[config.mk]
export PLATFORM = sky130hd
export DESIGN_NAME = lfsr_gen
export DESIGN_NICKNAME = d
export VERILOG_FILES = /design/src/rtl/lfsr_gen.sv
export SDC_FILE = /design/constraint.sdc
export NUM_CORES = 1
export LEC_CHECK = 0
export ABC_AREA = 0
export CAP_MARGIN = 5
export CORE_MARGIN = 1.5
export CORE_UTILIZATION = 43
export CTS_CLUSTER_DIAMETER = 40
export CTS_CLUSTER_SIZE = 16
export DETAILED_ROUTE_END_ITERATION = 6
export GPL_ROUTABILITY_DRIVEN = 0
export PLACE_DENSITY = 0.85
export SETUP_SLACK_MARGIN = 0.02
export SYNTH_ARGS = -nofsm -noshare
export SYNTH_HDL_FRONTEND = slang
export SYNTH_SLANG_ARGS = --single-unit
[constraint.sdc]
create_clock -name Clock -period 1.4 [get_ports Clock]
set_clock_uncertainty 0.2 [all_clocks]
set_input_delay 0.28 -clock Clock [delete_from_list [all_inputs] [get_ports Clock]]
set_output_delay 0.28 -clock Clock [all_outputs]
set_load 0.02 [all_outputs]
[src/rtl/lfsr_gen.sv]
// Maximal-length XNOR Fibonacci LFSR with seed load, lockup-seed replacement,
// packed random-word output and full-period wrap detection.
module lfsr_gen #(
    parameter int WIDTH    = 10,
    parameter int OUT_BITS = 3
) (
    input  logic                Clock,
    input  logic                reset,
    input  logic                en,
    input  logic                load,
    input  logic [WIDTH-1:0]    seed,
    output logic [WIDTH-1:0]    q,
    output logic [OUT_BITS-1:0] rnd,
    output logic                rnd_valid,
    output logic                wrap,
    output logic                lockup_fix
);

    if (WIDTH < 3 || WIDTH > 16) begin : g_bad_width
        $error("lfsr_gen: WIDTH %0d outside legal range 3..16", WIDTH);
    end
    if (OUT_BITS < 1 || OUT_BITS > WIDTH) begin : g_bad_out_bits
        $error("lfsr_gen: OUT_BITS %0d outside legal range 1..WIDTH", OUT_BITS);
    end

    localparam int BCW = (OUT_BITS > 1) ? $clog2(OUT_BITS) : 1;
    localparam logic [BCW-1:0]   BIT_LAST  = BCW'(OUT_BITS - 1);
    localparam logic [WIDTH-1:0] STEP_LAST = {{(WIDTH-1){1'b1}}, 1'b0};

    // Tap positions as a bit mask (bit t-1 set for tap t); XNOR taps keep all-ones unreachable.
    function automatic logic [WIDTH-1:0] tap_mask();
        logic [15:0]      taps;
        logic [WIDTH-1:0] m;
        case (WIDTH)
            3:       taps = 16'h0006;
            4:       taps = 16'h000C;
            5:       taps = 16'h0014;
            6:       taps = 16'h0030;
            7:       taps = 16'h0060;
            8:       taps = 16'h00B8;
            9:       taps = 16'h0110;
            10:      taps = 16'h0240;
            11:      taps = 16'h0500;
            12:      taps = 16'h0829;
            13:      taps = 16'h100D;
            14:      taps = 16'h2015;
            15:      taps = 16'h6000;
            16:      taps = 16'hD008;
            default: taps = 16'h0000;
        endcase
        m = '0;
        for (int i = 0; i < WIDTH; i++) begin
            m[i] = taps[i];
        end
        return m;
    endfunction

    localparam logic [WIDTH-1:0] TAP_MASK = tap_mask();

    logic [WIDTH-1:0]    r_q;
    logic [OUT_BITS-1:0] r_rnd;
    logic                r_rnd_valid;
    logic                r_wrap;
    logic                r_lockup_fix;
    logic [BCW-1:0]      r_bit_cnt;
    logic [WIDTH-1:0]    r_step_cnt;

    logic                w_fb;
    logic [WIDTH-1:0]    w_q_next;
    logic                w_seed_locked;

    assign w_fb          = ~^(r_q & TAP_MASK);
    assign w_q_next      = {r_q[WIDTH-2:0], w_fb};
    assign w_seed_locked = &seed;

    always_ff @(posedge Clock) begin
        // NOTE: non-blocking assignments so every register samples the pre-edge state.
        r_rnd_valid  <= 1'b0;
        r_wrap       <= 1'b0;
        r_lockup_fix <= 1'b0;
        if (reset) begin
            r_q        <= '0;
            r_rnd      <= '0;
            r_bit_cnt  <= '0;
            r_step_cnt <= '0;
        end else if (load) begin
            r_q          <= w_seed_locked ? '0 : seed;
            r_lockup_fix <= w_seed_locked;
            r_bit_cnt    <= '0;
            r_step_cnt   <= '0;
        end else if (en) begin
            r_q <= w_q_next;
            // A word is emitted only after OUT_BITS fresh shifts, so words never share bits.
            if (r_bit_cnt == BIT_LAST) begin
                r_bit_cnt   <= '0;
                r_rnd       <= w_q_next[OUT_BITS-1:0];
                r_rnd_valid <= 1'b1;
            end else begin
                r_bit_cnt <= r_bit_cnt + 1'b1;
            end
            if (r_step_cnt == STEP_LAST) begin
                r_step_cnt <= '0;
                r_wrap     <= 1'b1;
            end else begin
                r_step_cnt <= r_step_cnt + 1'b1;
            end
        end
    end

    assign q          = r_q;
    assign rnd        = r_rnd;
    assign rnd_valid  = r_rnd_valid;
    assign wrap       = r_wrap;
    assign lockup_fix = r_lockup_fix;

endmodule
Yosys cells after proc, flatten, opt, wreduce, memory -nomap -nowiden
Cells that the tools add are included.
{ "classes": {"n_addsub": 2, "n_mul": 0, "n_div": 0, "mux": 7, "shift": 0, "n_eq_ne": 2, "bitwise_logic": 2, "n_lt_le_gt_ge": 0, "n_reduce_logical": 7} }
{ "ops": {"columns": ["cell", "count"], "rows": [
  ["$mux 10", 4],
  ["$add 10x1->10 const B", 1],
  ["$eq 10x10->1 const B", 1],
  ["$reduce_and 10->1", 1],
  ["$reduce_xnor 10->1", 1],
  ["$reduce_or 2->1", 2],
  ["$reduce_and 3->1", 1],
  ["$reduce_or 3->1", 1],
  ["$add 2x1->2 const B", 1],
  ["$eq 2x2->1 const B", 1],
  ["$mux 1", 2],
  ["$mux 2", 1],
  ["$not 1->1", 2],
  ["$reduce_bool 2->1", 1]
]} }
{ "word_totals": {"regBits": 28, "in_bits": 14, "memories": 0, "latch_bits": 0, "word_cells": 27, "mem_bits_ro": 0, "ramBits": 0, "output_inout_bits": 16} }

Depth between registers and ports, before layout
{ "logic_depth": {"ltp_word": 3, "ltp_mapped": 5, "ltp_nobuf": 5} }

Least setup slack after synthesis
OpenSTA, ideal clock, no wires.
{ "synth_timing": {"kind": "register to register", "from": "register r_step_cnt[0]", "to": "register r_step_cnt[4]", "setup_ns": 0.091, "synth_period_minus_slack_ns": 1.428, "required_ns": 1.109, "stages_incl_launch_ff": 6, "path_buffers": 0, "slack_ns": -0.028, "arrival_time_ns": 1.138, "path_cell_list": "dfxtp_1 -> inv_1 -> ha_1 -> nand4_1 -> nand2b_1 -> a311oi_1"} }
{ "synth_via": {"elab_chain_len": 2} }
{ "synth_rtl": {"columns": ["item", "line", "rtl"], "rows": [
  ["start, declared", "66", "logic [WIDTH-1:0] r_step_cnt;"],
  ["start signal, assigned", "105", "r_step_cnt <= r_step_cnt + 1'b1;"],
  ["$add 10x1->10 / $eq 10x10->1 (equally long branches)", "105, 101", null],
  ["$mux 10 (*)", "101", "if (r_step_cnt == STEP_LAST) begin"]
]} }
Mark *: on every way between the ends. The rest lies on a longest branch, timed or not.
A chain may end at the register's enable or synchronous reset.

Worst setup path in the final report
{ "layout_timing": {"from": "register r_step_cnt[0]", "to": "register r_step_cnt[5]"} }
Same word-level chain as after synthesis.

==> results list <==
* DP HPWL: 2440 um
- The tree is rooted in a sky130_fd_sc_hd__clkbuf_4.
- Remaining antenna violation count after routing: 0
* IR drop worst, VDD: 0.518 mV
- Run status: finished, violations left
* Ports placed on the boundary: 30
* Peak Freq: 675 MHz
* Rows: 19
- Hold Fails Final Rpt: 0
- Detailed-route via count: 1187
- Total standard cell area after synthesis: 0.00123 sq mm
* CTS hold repair buffers: 0
* Worst reg-to-reg path cell count: 5
* Number of design-rule violations left by the first detailed-router iteration: 17
- Counting tap cells, the placed design contains a total of 212 instances.
* Sequential area share after synthesis: 0.454
- The final reports fail on setup timing.
- Routed wirelength normalized by instance count: 15.4 um
* Die area: 0.00320 sq mm
* Drt pass-1 iters: 6
* Crit path time final: 1.48 ns
* Rel. slew slack: 0.798
- Number of global-route vias before repair: 1258
- The critical path starts at r_step_cnt[0].
- Tot GR Track Use: 0.214
* Number of antenna cells inserted: 0
- HP Class: primary input to flop
* Total of warnings raised by yosys: 0
- After global routing the overflow that remains totals 0.
- Final clock period utilization by the worst path: 1.06
- CTS built an H-tree with a depth of 1.
* Flop-to-flop setup slack: -0.08 ns
* Vias per inst: 5.44
- After clock tree synthesis, the clock-pin slew on the worst setup and hold paths is 0.14 ns.
- STA classifies the critical path startpoint as a flop.
- Synthesis instantiated 34 different standard cells from the library.
* Synth-to-Final Area Change: 49.7%
* Slew Limit Fails: 0
- Setup repair after global routing could not meet its margin everywhere.
* Pwr per Cell Area: 758 mW/mm^2
- Mean instance size in the synthesized netlist: 10.0 sq um
* Final Instance Area: 0.00185 sq mm
- Number of antenna violations at the first check in global routing: 0
* Most frequent standard cell in the layout excluding fill and tap cells: sky130_fd_sc_hd__buf_4
- For the pin with the worst max-slew slack, the measured transition is 0.303 ns.
- Data on the critical path arrives at its endpoint at approximately 1.5 ns.
- Num CTS Buffers: 3
- Post-synthesis instance total: 123
* Setup CP Type: flop to flop
- During placement, the flow inserted port buffers numbering 29.
* Clock insertion delay at the later pin of the skew report: 0.31 ns
- TritonCTS built the clock tree.
- Final Non-Filler Cells: 218
- Max cap viols: 0
- Area inside the core boundary: 0.00273 sq mm
* Worst setup endpoint: r_step_cnt[5]
- Die extent in y: approximately 57 um
- Post-place instance area: 0.00179 sq mm
- Share of cells above drive strength 1: 0.439
* Highest-count cells in the layout ignoring fill and taps: sky130_fd_sc_hd__buf_4, sky130_fd_sc_hd__dfxtp_1, sky130_fd_sc_hd__buf_2
- Crit Reg-Reg Startpoint: r_step_cnt[0]
- For this run, the post-layout net count is 205.
- Setup slack on the critical path of the routed design comes to -0.0824 ns.
* Filler Cells Inserted: 207
- The endpoint identified for the worst register-to-register timing path is r_step_cnt[5].
- Critical Path End Type: flop
* Aggregate routed wire length: 3350 um
- Clock tree synthesis found a total of 28 sinks.
- In this run the static leakage power is 0.781 nW.
- First-pass GRT wire length: 5400 um
- WP data required: 1.44 ns
* Final Power: 1.40 mW
- In this run the deepest clock path goes through 2 buffers.
- For this run, design rule violations remaining after detail routing come to 0.
- Die width: 56.6 um
- Entering global routing, the biggest net connects 17 pins.
- Initial core utilization: 0.452
* Synthesized netlist net count: approximately 140
- Highest net fanout along the worst path: 3
- Setup violations remaining at the end of the flow were counted as 8.
- Flip-flop and latch count after synthesis: 28
-- worst max-delay path, stage by stage, from the launching register on --
cell	delay, ns
sky130_fd_sc_hd__dfxtp_2	0.38
sky130_fd_sc_hd__buf_4	0.13
sky130_fd_sc_hd__and2_4	0.13
sky130_fd_sc_hd__nand2_1	0.06
sky130_fd_sc_hd__or3_1	0.33
sky130_fd_sc_hd__a31oi_1	0.17
-- state kept, by name, summed over array words and instances, names as in the netlist --
| signal | count |
|---|---|
| q | 10 |
| r_step_cnt | 10 |
| rnd | 3 |
| r_bit_cnt | 2 |
| lockup_fix | 1 |
| rnd_valid | 1 |
| wrap | 1 |
-- area by class of cell --
cell class / count / area, sq um / area share
repair buffers: 66 / 494 / 0.267
well taps: 31 / 38.8 / 0.0210
flip-flops and latches: 28 / 573 / 0.310
inverters: 1 / 3.75 / 0.00203
multi-input cells: 89 / 717 / 0.388
clock buffers: 3 / 22.5 / 0.0122
-- Yosys cell counts, drive strengths merged --
cell type | instances | area share
nor2 | 11 | 0.033
xnor2 | 2 | 0.014
and2 | 1 | 0.0051
o2bb2ai | 10 | 0.071
or3 | 2 | 0.010
nand3b | 1 | 0.0061
a31oi | 2 | 0.010
mux2i | 14 | 0.11
nor3 | 4 | 0.020
nor4 | 2 | 0.010
a311oi | 1 | 0.0071
o21ai | 1 | 0.0040
and3 | 1 | 0.0051
nor3b | 1 | 0.010
and4b | 1 | 0.0081
xor2 | 3 | 0.021
or2 | 1 | 0.0051
buf | 5 | 0.024
nand2 | 7 | 0.021
nand2b | 2 | 0.010
and4 | 1 | 0.0091
dfxtp | 28 | 0.45
a211oi | 1 | 0.0061
ha | 2 | 0.020
o21bai | 1 | 0.015
a21oi | 6 | 0.024
and3b | 1 | 0.0071
inv | 1 | 0.0030
nand4 | 4 | 0.020
nand3 | 5 | 0.024
o211ai | 1 | 0.0061
-- metal layers --
| metal | GRT usage | vias up | share of wire |
|---|---|---|---|
| met5 | 0 | - | 0 |
| met1 | 0.221 | 554 | 0.39 |
| met2 | 0.432 | 39 | 0.55 |
| li1 | - | 584 | - |
| met3 | 0.0230 | 10 | 0.037 |
| met4 | 0.0782 | 0 | 0.027 |
-- worst min-delay path by stage --
stage             startpoint  slack, ns  cells past startpoint     end
3_5_place_dp          rnd[2]       0.29                      2  rnd[2]
5_1_grt              seed[2]       0.10                      2    q[2]
6_report             seed[2]       0.11                      2    q[2]
2_1_floorplan          reset       0.15                      1  rnd[0]
3_3_place_gp   r_step_cnt[9]       0.28                      2    wrap
4_1_cts              seed[2]       0.10                      2    q[2]
-- cells by family (layout without fill, tap and decap cells) --
| family | after synthesis | in the layout | synth area share |
|---|---|---|---|
| muxes | 14 | 14 | 0.113 |
| adders and majority gates | 2 | 2 | 0.0203 |
| xor gates and xnor gates | 5 | 5 | 0.0355 |
| and+or+nand+nor | 45 | 45 | 0.206 |
| AOI/OAI and AO/OA | 23 | 23 | 0.144 |
| buffers and inverters | 6 | 70 | 0.0273 |
| DFF | 28 | 28 | 0.454 |
-- where the power goes --
part	switching [mW]	internal [mW]	total, mW
sequential	0.0172	0.821	0.839
clock	0.213	0.101	0.313
combinational	0.121	0.128	0.249
total	0.351	1.05	1.40
-- what timing repair did --
item / in CTS / in global routing
buffers inserted: 1 / 2
pin swaps: 13 / 4
gates cloned: 0 / 0
endpoints found under the setup margin: 41 / 15
gates resized for setup: 91 / 11
-- per-stage QoR --
stage               hold slack (ns)  worst slack, ns  utilization  TNS [ns]
global placement              0.277           -0.501        0.656    -10.69
global route                  0.104           -0.116        0.676    -0.805
detailed placement            0.291           -0.578        0.656    -12.17
floorplan                     0.152           0.0138            -         0
CTS                           0.105          -0.0441        0.660    -0.182
finish                        0.105          -0.0824        0.676    -0.315
Power figures use the tool's default switching activity.
